--- src/rtl/wb_arbiter2.sv ---
// Two-master, one-slave pipelined Wishbone arbiter with per-cyc round-robin grant.
// Define WB_ARB_TIMEOUT_EN to add a watchdog that aborts a stuck bus cycle after TIMEOUT cycles.
module wb_arbiter2 #(
  parameter int AW      = 30,
  parameter int DW      = 32,
  parameter int SELW    = 4,
  parameter int TIMEOUT = 255
) (
  input  logic            i_clk,
  input  logic            i_reset,
  input  logic            i_m0_cyc,
  input  logic            i_m0_stb,
  input  logic            i_m0_we,
  input  logic [SELW-1:0] i_m0_sel,
  input  logic [AW-1:0]   i_m0_addr,
  input  logic [DW-1:0]   i_m0_data,
  output logic            o_m0_ack,
  output logic            o_m0_err,
  output logic            o_m0_stall,
  output logic [DW-1:0]   o_m0_data,
  input  logic            i_m1_cyc,
  input  logic            i_m1_stb,
  input  logic            i_m1_we,
  input  logic [SELW-1:0] i_m1_sel,
  input  logic [AW-1:0]   i_m1_addr,
  input  logic [DW-1:0]   i_m1_data,
  output logic            o_m1_ack,
  output logic            o_m1_err,
  output logic            o_m1_stall,
  output logic [DW-1:0]   o_m1_data,
  output logic            o_s_cyc,
  output logic            o_s_stb,
  output logic            o_s_we,
  output logic [SELW-1:0] o_s_sel,
  output logic [AW-1:0]   o_s_addr,
  output logic [DW-1:0]   o_s_data,
  input  logic            i_s_ack,
  input  logic            i_s_err,
  input  logic            i_s_stall,
  input  logic [DW-1:0]   i_s_data,
  output logic [1:0]      o_grant
);

  if (TIMEOUT < 1 || TIMEOUT > 255) begin : g_bad_timeout
    $error("wb_arbiter2: TIMEOUT must be in 1..255");
  end

  typedef enum logic [1:0] {
    IDLE,
    GNT0,
    GNT1
`ifdef WB_ARB_TIMEOUT_EN
    , ABORT
`endif
  } state_t;

  state_t state_reg, state_next;
  logic   last_reg, last_next;

  always_ff @(posedge i_clk or negedge i_reset) begin
    if (!i_reset) begin
      state_reg <= IDLE;
      last_reg  <= 1'b1;
    end else begin
      state_reg <= state_next;
      last_reg  <= last_next;
    end
  end

`ifdef WB_ARB_TIMEOUT_EN
  logic [7:0] cnt_reg, cnt_next;
  logic       owner_cyc;
  logic       timeout_hit;

  always_comb begin
    owner_cyc = 1'b0;
    if (state_reg == GNT0) owner_cyc = i_m0_cyc;
    if (state_reg == GNT1) owner_cyc = i_m1_cyc;
    timeout_hit = owner_cyc && !i_s_ack && !i_s_err && (cnt_reg == 8'(TIMEOUT - 1));
    cnt_next = cnt_reg;
    if (state_next != state_reg || i_s_ack || i_s_err) cnt_next = 8'd0;
    else if (owner_cyc) cnt_next = cnt_reg + 8'd1;
  end

  always_ff @(posedge i_clk or negedge i_reset) begin
    if (!i_reset) cnt_reg <= 8'd0;
    else          cnt_reg <= cnt_next;
  end
`endif

  // Owner keeps the bus until it drops cyc; on a tie the master not granted last wins.
  always_comb begin
    state_next = state_reg;
    last_next  = last_reg;
    case (state_reg)
      IDLE: begin
        if (i_m0_cyc && (!i_m1_cyc || last_reg)) begin
          state_next = GNT0;
          last_next  = 1'b0;
        end else if (i_m1_cyc) begin
          state_next = GNT1;
          last_next  = 1'b1;
        end
      end
      GNT0: begin
        if (!i_m0_cyc) begin
          state_next = i_m1_cyc ? GNT1 : IDLE;
          if (i_m1_cyc) last_next = 1'b1;
        end
`ifdef WB_ARB_TIMEOUT_EN
        else if (timeout_hit) state_next = ABORT;
`endif
      end
      GNT1: begin
        if (!i_m1_cyc) begin
          state_next = i_m0_cyc ? GNT0 : IDLE;
          if (i_m0_cyc) last_next = 1'b0;
        end
`ifdef WB_ARB_TIMEOUT_EN
        else if (timeout_hit) state_next = ABORT;
`endif
      end
      default: state_next = IDLE;
    endcase
  end

  always_comb begin
    o_s_cyc    = 1'b0;
    o_s_stb    = 1'b0;
    o_s_we     = 1'b0;
    o_s_sel    = '0;
    o_s_addr   = '0;
    o_s_data   = '0;
    o_m0_ack   = 1'b0;
    o_m0_err   = 1'b0;
    o_m0_stall = 1'b1;
    o_m0_data  = '0;
    o_m1_ack   = 1'b0;
    o_m1_err   = 1'b0;
    o_m1_stall = 1'b1;
    o_m1_data  = '0;
    o_grant    = 2'b00;
    case (state_reg)
      GNT0: begin
        o_s_cyc    = i_m0_cyc;
        o_s_stb    = i_m0_stb;
        o_s_we     = i_m0_we;
        o_s_sel    = i_m0_sel;
        o_s_addr   = i_m0_addr;
        o_s_data   = i_m0_data;
        o_m0_ack   = i_s_ack;
        o_m0_err   = i_s_err;
        o_m0_stall = i_s_stall;
        o_m0_data  = i_s_data;
        o_m1_data  = i_s_data;
        o_grant    = 2'b01;
      end
      GNT1: begin
        o_s_cyc    = i_m1_cyc;
        o_s_stb    = i_m1_stb;
        o_s_we     = i_m1_we;
        o_s_sel    = i_m1_sel;
        o_s_addr   = i_m1_addr;
        o_s_data   = i_m1_data;
        o_m1_ack   = i_s_ack;
        o_m1_err   = i_s_err;
        o_m1_stall = i_s_stall;
        o_m0_data  = i_s_data;
        o_m1_data  = i_s_data;
        o_grant    = 2'b10;
      end
`ifdef WB_ARB_TIMEOUT_EN
      // last_reg still names the master whose cycle is being aborted.
      ABORT: begin
        o_m0_err = !last_reg;
        o_m1_err = last_reg;
      end
`endif
      default: ;
    endcase
  end

endmodule

--- config.mk ---
export PLATFORM = sky130hd
export DESIGN_NAME = wb_arbiter2
export DESIGN_NICKNAME = d
export VERILOG_FILES = /design/src/rtl/wb_arbiter2.sv
export SDC_FILE = /design/constraint.sdc
export NUM_CORES = 1
export LEC_CHECK = 0
export BUFFER_PORTS_ARGS = -buffer_cell sky130_fd_sc_hd__buf_4
export CORE_AREA = 4 4 121 123
export CTS_CLUSTER_SIZE = 8
export DETAILED_ROUTE_END_ITERATION = 10
export DIE_AREA = 0 0 125 127
export PLACE_DENSITY_LB_ADDON = 0.12
export SLEW_MARGIN = 20
export SYNTH_ARGS = -nofsm -noshare
export SYNTH_HDL_FRONTEND = slang
export SYNTH_SLANG_ARGS = --single-unit
--- constraint.sdc ---
create_clock -name i_clk -period 4.8 [get_ports i_clk]
set_input_delay 0.24 -clock i_clk [delete_from_list [all_inputs] [get_ports i_clk]]
set_output_delay 0.24 -clock i_clk [all_outputs]
set_load 0.02 [all_outputs]
Yosys cells after proc, flatten, opt, wreduce, memory -nomap -nowiden
Index checks and enable logic that the tools add are counted.
W data, S select, Z words.
- eq/ne operators: 6
- mux-type cells: 27
- reduce and logical (&&, ||, !) cells: 8
- operators with widths (cell ; count):
    $pmux W32 S2 ; 1
    $pmux W30 S2 ; 1
    $mux W32 ; 1
    $mux W1 ; 12
    $mux W2 ; 5
    $pmux W4 S2 ; 1
    $ne A2 B2 Y1 const B ; 3
    $pmux W1 S2 ; 3
    $pmux W2 S3 ; 1
    $pmux W2 S2 ; 1
    $reduce_and A4 Y1 ; 1
    $ne A3 B3 Y1 const B ; 1
    $pmux W1 S3 ; 1
    $reduce_and A3 Y1 ; 1
    $reduce_bool A3 Y1 ; 1
    $eq A2 B1 Y1 const B ; 1
    $eq A2 B2 Y1 const B ; 1
    $logic_not A2 Y1 ; 1
    $reduce_or A2 Y1 ; 1
    $logic_and A1 B1 Y1 ; 1
    $logic_not A1 Y1 ; 1
    $logic_or A1 B1 Y1 ; 1
- register bits: 3

Longest topological paths before layout
Gate-level depths: netlist (run 1).
- word-level depth: 5
- mapped depth: 7
- gate-level depth less buffers: 5

Worst setup path before layout (run 1)
Ideal clock, no wire load.
- path type: register -> output
- start point: register state_reg[0]
- end point: output o_s_addr[0]
- arrival time: 1641 ps
- data required time: 4560 ps
- path slack: 2919 ps
- cell stages (with the launch flop): 8
- path through: dfrtp_1 -> inv_1 -> ha_1 -> and2_4 -> buf_6 -> buf_6 -> buf_6 -> a22o_1
- word-level cells in the longest chain between the ends: 2
- elaborated cells between the ends (all ways): 3
- RTL lines (item ; RTL line ; source):
    start, declared ; 57 ; state_t state_reg, state_next;
    start signal, assigned ; 65 ; state_reg <= state_next;
    $eq A2 B2 Y1 or $eq A2 B1 Y1 (tied branches) ; 143 ; case (state_reg)
    $pmux W30 S2 * ; 143 ;
    end, declared ; 35 ; output logic [AW-1:0] o_s_addr,
Every way passes the cells marked *; elsewhere a longest branch is shown, timed or not.

Worst setup path after layout (run 1)
- start point: register state_reg[1]
- end point: output o_s_data[26]
- word-level cells in the longest chain between the ends: 2
- elaborated cells between the ends (all ways): 3
- RTL lines (item ; RTL line ; source):
    $eq A2 B2 Y1 or $eq A2 B1 Y1 (tied branches) ; 143 ;
    $pmux W32 S2 * ; 143 ;
    end, declared ; 36 ; output logic [DW-1:0] o_s_data,
Marked as above.

==> results of run 1 <==
[area by class of cell]
cell class / instances / share of cell area (%)
tap: 180 / 5.91
timing repair buffer: 318 / 62.7
multi-input combinational: 131 / 27.0
sequential: 3 / 2.00
clock buffer: 4 / 2.07
inverter: 3 / 0.296
[through the flow]
step | total power [uW] | std cells | worst slack, ns | hold WS (ns)
6_report | 1960 | 639 | 1.98 | 0.317
5_1_grt | 2090 | 639 | 1.72 | 0.339
4_1_cts | 2000 | 639 | 1.87 | 0.310
3_5_place_dp | 1860 | 634 | 2.12 | 0.0323
3_3_place_gp | 1860 | 634 | 2.17 | 0.0317
2_1_floorplan | 1200 | 188 | 2.92 | -0.0556
[kinds of logic (layout without fill, tap and decap cells)]
group | after synthesis | count (layout)
adders and majority gates | 6 | 6
DFF | 3 | 3
buffers and inverters | 54 | 325
AOI/OAI and AO/OA | 78 | 78
and+or+nand+nor | 47 | 47
[power by group]
group | leakage (uW) | switching, uW | internal, uW
Sequential | 0.0000364 | 11.8 | 39.9
Combinational | 0.00202 | 993 | 781
Clock | 0.0000382 | 22.1 | 110
Total | 0.00210 | 1030 | 930
[worst paths after layout]
kind	end	from	slack (ns)	cells past startpoint
worst max-delay path	o_s_data[26]	state_reg[1]	1.98	6
worst min register to register	last_reg	last_reg	0.50	2
max in group asynchronous	last_reg	i_reset	4.27	2
worst min-delay path	last_reg	i_m1_cyc	0.32	3
min in group asynchronous	state_reg[0]	i_reset	0.35	2
worst max register to register	last_reg	state_reg[0]	3.02	6
[metal layers]
layer / global-route usage, % / wire (microns)
met5: 0 / 0
met4: 0.957 / 0
met3: 2.93 / 979
met2: 21.6 / 5440
met1: 13.2 / 3770
[synthesized netlist by cell type, drive strengths merged]
library cell / number
nor3: 1
a22o: 68
nor2: 1
a2111oi: 1
nand2b: 4
a32o: 1
clkbuf: 3
dfrtp: 2
o21ai: 2
o2bb2ai: 1
dfstp: 1
a21oi: 3
nor2b: 1
a211oi: 1
ha: 6
a22oi: 1
inv: 3
nand2: 2
and2: 38
buf: 48
[worst max-delay path, cell delays in order, from the launching register on]
cell	delay, ns
dfrtp_1	0.41
inv_1	0.11
ha_1	0.31
and2_2	0.61
buf_4	0.49
a22o_1	0.24
buf_4	0.15
==> results.json, run 1 <==
{
  "synth_area_leaders": "a22o_1, buf_4, and2_1",
  "synthAdderAreaFrac_pct": 5.04,
  "clk-insertion-delay-late_ns": 0.22,
  "synth.top_cell.area_share_pct": 40.0,
  "synth_top_family_by_area": "compound AO/OA/AOI/OAI gates",
  "largest_reg_flops": 2,
  "synth_nets": 369,
  "clk_pin_slew_ns": 0.03,
  "core-area_sq_mm": 0.0137,
  "final_common_cell": "buf_4",
  "io_buffers": 315,
  "die-area_sq_mm": 0.0159,
  "syn2layout_area_growth_pct": 156,
  "grt_pass1_wl_microns": 14700,
  "gp_congestion": 0.863,
  "max-slew-margin-rel_pct": 49.6,
  "timing.fmax_mhz": 354,
  "fillCellCount": 1504,
  "slew_violations": 0,
  "cts_resized": 0,
  "status": "finished clean",
  "required_ns": 4.56,
  "dp_hpwl_microns": 8650,
  "clockBufferDepth": 2,
  "endpoint_kind": "primary output",
  "synth_area_sq_mm": 0.00149,
  "synthSimpleGateAreaFrac_pct": 19.3,
  "syn_avg_cell_area_sq_um": 7.92,
  "multi_input_area_sq_mm": 0.00103,
  "synth-seq-area-share_pct": 5.13,
  "finalSetupTns_ns": 0,
  "yosysWarnings": 0,
  "cts_hold_buf": 1,
  "rsz0062_at_grt": "false",
  "grt_util_all_layers_pct": 11.3,
  "post-route-min-period_ns": 2.82,
  "start_util_pct": 10.9,
  "antenna_cells": 0,
  "crit_arrival_ns": 2.58,
  "cts_max_level": 1,
  "setup_violations": 0,
  "antenna_found_initial": 0,
  "grt_max_degree": 69,
  "yosys.area_share.xor_xnor_pct": 0,
  "drive_above_1_share_pct": 70.4,
  "placed_cell_area_sq_mm": 0.00372,
  "netlist_instances": 188,
  "mostFrequentLayoutCells": "buf_4, a22o_1, and2_1, ha_1, nand2b_1",
  "skew_ns": 0.000117,
  "root_buffer": "clkbuf_16",
  "synth_top_cell_by_area": "a22o_1",
  "drt_iter0_drc": 64,
  "grt_pass1_vias": 2608,
  "synth_cell_type_count": 23,
  "die_w_microns": 125,
  "cp-start-kind": "flop",
  "cts_setup_buffers": 0,
  "vias_per_cell": 3.98,
  "cts.sinks": 3,
  "p_leak_uw": 0.00210,
  "synth_compound_area_share_pct": 44.5,
  "cts_made_buffers": 3,
  "avgRoutedWirePerCell_microns": 15.9,
  "drt-total-wl_microns": 10200,
  "cap_viol_max_count": 0,
  "placementRows": 43,
  "synth_mux_area_share_pct": 0,
  "drcViolationCount": 0,
  "final_net_count": 641,
  "critical_path_class": "reg -> out",
  "final_cell_area_sq_mm": 0.00381,
  "pin_count": 316,
  "gr-total-overflow": 0,
  "crit_fanout": 39,
  "cts_tree": "yes",
  "vias": 2541,
  "ys_ff_latch": 3,
  "tightest_slew_ns": 0.756,
  "regArea_sq_um": 76.3,
  "hp-class": "in -> reg",
  "ir_drop_mv": 0.252,
  "fin_util_pct": 27.9,
  "fin_crit_sh_pct": 58.8,
  "ant_nets": 0,
  "power_density_mw_per_mm2": 514,
  "hold_viol": 0,
  "die_h_microns": 127,
  "firstDrtPassIters": 4
}
(Power assumes the default switching activity.)
==> run 2: changes to the inputs <==
--- a/config.mk
+++ b/config.mk
@@ -6,10 +6,10 @@
 export NUM_CORES = 1
 export LEC_CHECK = 0
 export BUFFER_PORTS_ARGS = -buffer_cell sky130_fd_sc_hd__buf_4
-export CORE_AREA = 4 4 121 123
+export CORE_AREA = 4 4 122 124
 export CTS_CLUSTER_SIZE = 8
 export DETAILED_ROUTE_END_ITERATION = 10
-export DIE_AREA = 0 0 125 127
+export DIE_AREA = 0 0 126 128
 export PLACE_DENSITY_LB_ADDON = 0.12
 export SLEW_MARGIN = 20
 export SYNTH_ARGS = -nofsm -noshare
==> constraint.sdc (replaced) <==
create_clock -name i_clk -period 2.6 [get_ports i_clk]
set_input_delay 0.13 -clock i_clk [delete_from_list [all_inputs] [get_ports i_clk]]
set_output_delay 0.13 -clock i_clk [all_outputs]
set_load 0.02 [all_outputs]
==> run 2 against run 1 <==
Net effect:
- sequential power rose by 88%
- sequential share of layout area barely moved
- die area rose by 1.6%
- via count rose by 0.59%
- setup slack got worse by 1.7 ns
- final area rose by 0.89%
- first-iteration DRC count rose by 55%
- critical path depth did not move
- clock power rose by 83%
- combinational power rose by 88%
- non-clock buffer count rose by 1
- critical path type unchanged
- critical endpoint is now o_s_addr[9]
- largest power group unchanged
==> results.json, run 2 (same netlist as run 1, synthesis figures left out) <==
{
  "detailedPlace.worstSlack_ns": 0.278,
  "timing.fmax_mhz": 433,
  "antenna_cells": 0,
  "pin_count": 316,
  "dp.cells": 635,
  "cp-start-kind": "flop",
  "dp_hpwl_microns": 8910,
  "syn2layout_area_growth_pct": 158,
  "ir_drop_mv": 0.538,
  "fillCellCount": 1488,
  "cts_made_buffers": 3,
  "die-area_sq_mm": 0.0161,
  "avgRoutedWirePerCell_microns": 16.4,
  "skew_ns": 0.0000345,
  "finalSetupTns_ns": 0,
  "cts_tree": "yes",
  "power_uw": 3660,
  "fin_util_pct": 27.9,
  "root_buffer": "clkbuf_16",
  "setup_violations": 0,
  "required_ns": 2.47,
  "gp_congestion": 0.887,
  "max-slew-margin-rel_pct": 72.1,
  "cts.sinks": 3,
  "fin_crit_sh_pct": 88.8,
  "core-area_sq_mm": 0.0138,
  "drt-total-wl_microns": 10500,
  "p_leak_uw": 0.00211,
  "drcViolationCount": 0,
  "final_net_count": 642,
  "vias_per_cell": 3.99,
  "drive_above_1_share_pct": 70.4,
  "slew_violations": 0,
  "ant_nets": 0,
  "hold_viol": 0,
  "grt_pass1_wl_microns": 14300,
  "worst_slack_ns": 0.291,
  "status": "finished clean",
  "die_w_microns": 126,
  "grt_util_all_layers_pct": 11.1,
  "grt_use_met3_pct": 3.08,
  "die_h_microns": 128,
  "fin_cells": 640,
  "vias": 2556,
  "largest_reg_flops": 2,
  "crit_arrival_ns": 2.18,
  "rsz0062_at_grt": "false",
  "endpoint_kind": "primary output",
  "post-route-min-period_ns": 2.31,
  "power_density_mw_per_mm2": 952,
  "cts_max_level": 1,
  "cap_viol_max_count": 0,
  "busiest_layer": "met2",
  "critical_path_class": "reg -> out",
  "firstDrtPassIters": 4,
  "hp-class": "in -> reg",
  "drt_iter0_drc": 99,
  "grt_use_met1_pct": 12.0,
  "clk-insertion-delay-late_ns": 0.22,
  "placementRows": 43,
  "tightest_slew_ns": 0.409,
  "gr-total-overflow": 0,
  "crit_fanout": 39,
  "grt_max_degree": 40,
  "grt_pass1_vias": 2566,
  "mostFrequentLayoutCells": "buf_4, a22o_1, and2_1, ha_1, nand2b_1",
  "io_buffers": 315,
  "final_common_cell": "buf_4",
  "clk_pin_slew_ns": 0.03,
  "start_util_pct": 10.8,
  "cts_setup_buffers": 0,
  "clockBufferDepth": 2,
  "antenna_found_initial": 0,
  "grt_util_met2_pct": 22.0
}
[run 2: final timing paths]
path / endpoint / slack (ns) / from / cells past startpoint
worst max-delay path: o_s_addr[9] / 0.29 / state_reg[0] / 6
worst min-delay path: last_reg / 0.21 / i_m1_cyc / 3
worst max register to register: last_reg / 0.76 / state_reg[0] / 6
worst min register to register: last_reg / 0.51 / last_reg / 2
max in group asynchronous: last_reg / 2.17 / i_reset / 2
min in group asynchronous: state_reg[1] / 0.25 / i_reset / 2
[run 2: area by class of cell]
class | instances | area (sq um) | area share [%]
well taps | 180 | 225 | 5.86
clock buffers | 4 | 78.8 | 2.05
flip-flops and latches | 3 | 76.3 | 1.99
repair buffers | 319 | 2420 | 63.0
multi-input cells | 131 | 1030 | 26.8
inverters | 3 | 11.3 | 0.293
[run 2: worst max-delay path, cell delays in order, from the launching register on]
cell and delay (ns):
dfrtp_1 0.42, inv_1 0.13, ha_1 0.34, and2_4 0.44, buf_12 0.26, a22o_1 0.19, buf_4 0.15
[run 2: power by group]
group	switching [uW]	internal [uW]
Clock	39.6	202
Combinational	1850	1470
Sequential	23.6	73.9
[run 2: timing repair]
action,CTS,global route
hold buffers,1,0
hold endpoints to repair,3,0
resized for setup,0,1
endpoints found under the setup margin,0,37
[run 2: layer usage]
layer,share of wire (%),up-vias
li1,-,1215
met1,35,1151
met2,55,190
met3,10,0
met4,0,0
met5,0,-
[run 2: through the flow]
step | instance area [sq um] | hold slack [ns]
6_report | 3840 | 0.207
5_1_grt | 3840 | 0.224
4_1_cts | 3840 | 0.202
3_5_place_dp | 3750 | -0.0792
3_3_place_gp | 3750 | -0.0783
2_1_floorplan | 1490 | -0.166
==> run 3: changes to the inputs <==
--- a/config.mk
+++ b/config.mk
@@ -10,6 +10,7 @@
 export CTS_CLUSTER_SIZE = 8
 export DETAILED_ROUTE_END_ITERATION = 10
 export DIE_AREA = 0 0 126 128
+export MAX_ROUTING_LAYER = met4
 export PLACE_DENSITY_LB_ADDON = 0.12
 export SLEW_MARGIN = 20
 export SYNTH_ARGS = -nofsm -noshare
==> constraint.sdc (replaced) <==
create_clock -name i_clk -period 2.6 [get_ports i_clk]
set_input_delay 0.13 -clock i_clk [delete_from_list [all_inputs] [get_ports i_clk]]
set_output_delay 0.13 -clock i_clk [all_outputs]
set_load 0.01 [all_outputs]
==> run 3 against run 2 <==
Net effect:
- worst hold slack lost 0.0055 ns
- clock skew about the same
- power fell by 16%
- sequential power decreased by 1%
- global-route usage increased by 0.50 points
- critical path type unchanged
==> results.json, run 3 (same netlist as run 1, synthesis figures left out) <==
{
  "status": "finished clean",
  "worst_slack_ns": 0.313,
  "clk-insertion-delay-late_ns": 0.22,
  "antenna_cells": 0,
  "min_path_cells": 3,
  "root_buffer": "clkbuf_16",
  "grt_util_all_layers_pct": 11.6,
  "max-slew-margin-rel_pct": 68.9,
  "ant_nets": 0,
  "skew_ns": 0.000511,
  "rsz0062_at_grt": "false",
  "pin_count": 316,
  "clk_pin_slew_ns": 0.03,
  "cts_tree": "yes",
  "die-area_sq_mm": 0.0161,
  "cts.sinks": 3,
  "firstDrtPassIters": 4,
  "timing.fmax_mhz": 437,
  "drive_above_1_share_pct": 70.5,
  "placementRows": 43,
  "core-area_sq_mm": 0.0138,
  "endpoint_kind": "primary output",
  "drcViolationCount": 0,
  "start_util_pct": 10.8,
  "gp_congestion": 0.934,
  "largest_reg_flops": 2,
  "tightest_slew_ns": 0.467,
  "grt_max_degree": 44,
  "crit_arrival_ns": 2.16,
  "detailedPlace.worstSlack_ns": 0.544,
  "dp_hpwl_microns": 8880,
  "cts_max_level": 1,
  "cp-start-kind": "flop",
  "cts_setup_buffers": 0,
  "syn2layout_area_growth_pct": 158,
  "setup_violations": 0,
  "gr-total-overflow": 0,
  "fin_crit_sh_pct": 87.9,
  "grt_pass1_vias": 2620,
  "cap_viol_max_count": 0,
  "critical_path_class": "reg -> out",
  "reg2regPathDepth": 5,
  "die_h_microns": 128,
  "final_net_count": 643,
  "final_common_cell": "buf_4",
  "power_density_mw_per_mm2": 799,
  "vias": 2599,
  "drt_iter0_drc": 82,
  "cts_made_buffers": 3,
  "hp-class": "in -> reg",
  "avgRoutedWirePerCell_microns": 16.2,
  "crit_fanout": 35,
  "drt-total-wl_microns": 10400,
  "ir_drop_mv": 0.419,
  "grt_pass1_wl_microns": 14600,
  "io_buffers": 315,
  "cts_resized": 0,
  "slew_violations": 0,
  "required_ns": 2.47,
  "post-route-min-period_ns": 2.29,
  "hold_viol": 0,
  "power_uw": 3060,
  "vias_per_cell": 4.05,
  "finalSetupTns_ns": 0,
  "die_w_microns": 126,
  "antenna_found_initial": 0,
  "clockBufferDepth": 2,
  "mostFrequentLayoutCells": "buf_4, a22o_1, and2_1, ha_1, nand2b_1",
  "p_leak_uw": 0.00211
}
## run 3: worst paths after layout
check | end | slack [ns] | start
worst min register to register | last_reg | 0.49 | last_reg
worst min-delay path | last_reg | 0.20 | i_m1_cyc
worst max-delay path | o_s_data[4] | 0.31 | state_reg[0]
min in group asynchronous | state_reg[1] | 0.24 | i_reset
max in group asynchronous | last_reg | 2.17 | i_reset
worst max register to register | state_reg[0] | 1.02 | state_reg[0]
## run 3: repair_timing
item                                    in CTS  in global routing
endpoints found under the hold margin        3                  0
hold buffers                                 1                  0
endpoints found under the setup margin       0                  0
## run 3: layout make-up
| cell class | instances | area (sq um) |
|---|---|---|
| clock buffer | 4 | 78.8 |
| inverter | 3 | 11.3 |
| fill | 1518 | 9940 |
| multi-input combinational | 131 | 1030 |
| timing repair buffer | 320 | 2420 |
| tap | 180 | 225 |
| sequential | 3 | 76.3 |
## run 3: critical path, cell delays in order, from the launching register on
cell	delay, ns
dfrtp_1	0.41
inv_1	0.13
ha_1	0.34
and2_4	0.47
buf_12	0.26
a22o_1	0.17
buf_4	0.13
## run 3: through the flow
step	util (%)	cell area, sq um	std cells	hold WS (ns)
after global placement	27.2	3750	636	-0.0766
after floorplan	-	1490	188	-0.166
after CTS	27.9	3840	641	0.201
final	27.9	3840	641	0.202
after detailed placement	27.2	3750	636	-0.0774
after global routing	27.9	3840	641	0.221
## run 3: where the power goes
| part | leakage (uW) | total [uW] | switching [uW] | internal [uW] |
|---|---|---|---|---|
| Sequential | 0.0000364 | 96.2 | 22.5 | 73.7 |
| Combinational | 0.00203 | 2730 | 1280 | 1440 |
| Clock | 0.0000382 | 243 | 41.2 | 202 |
| Total | 0.00211 | 3060 | 1350 | 1720 |
## run 3: metal layers
layer	GRT usage, %	vias up	share of wire [%]
li1	-	1215	-
met1	12.6	1174	34
met2	22.5	205	56
met3	1.92	5	9.7
met4	1.32	0	0.38
met5	-	-	0
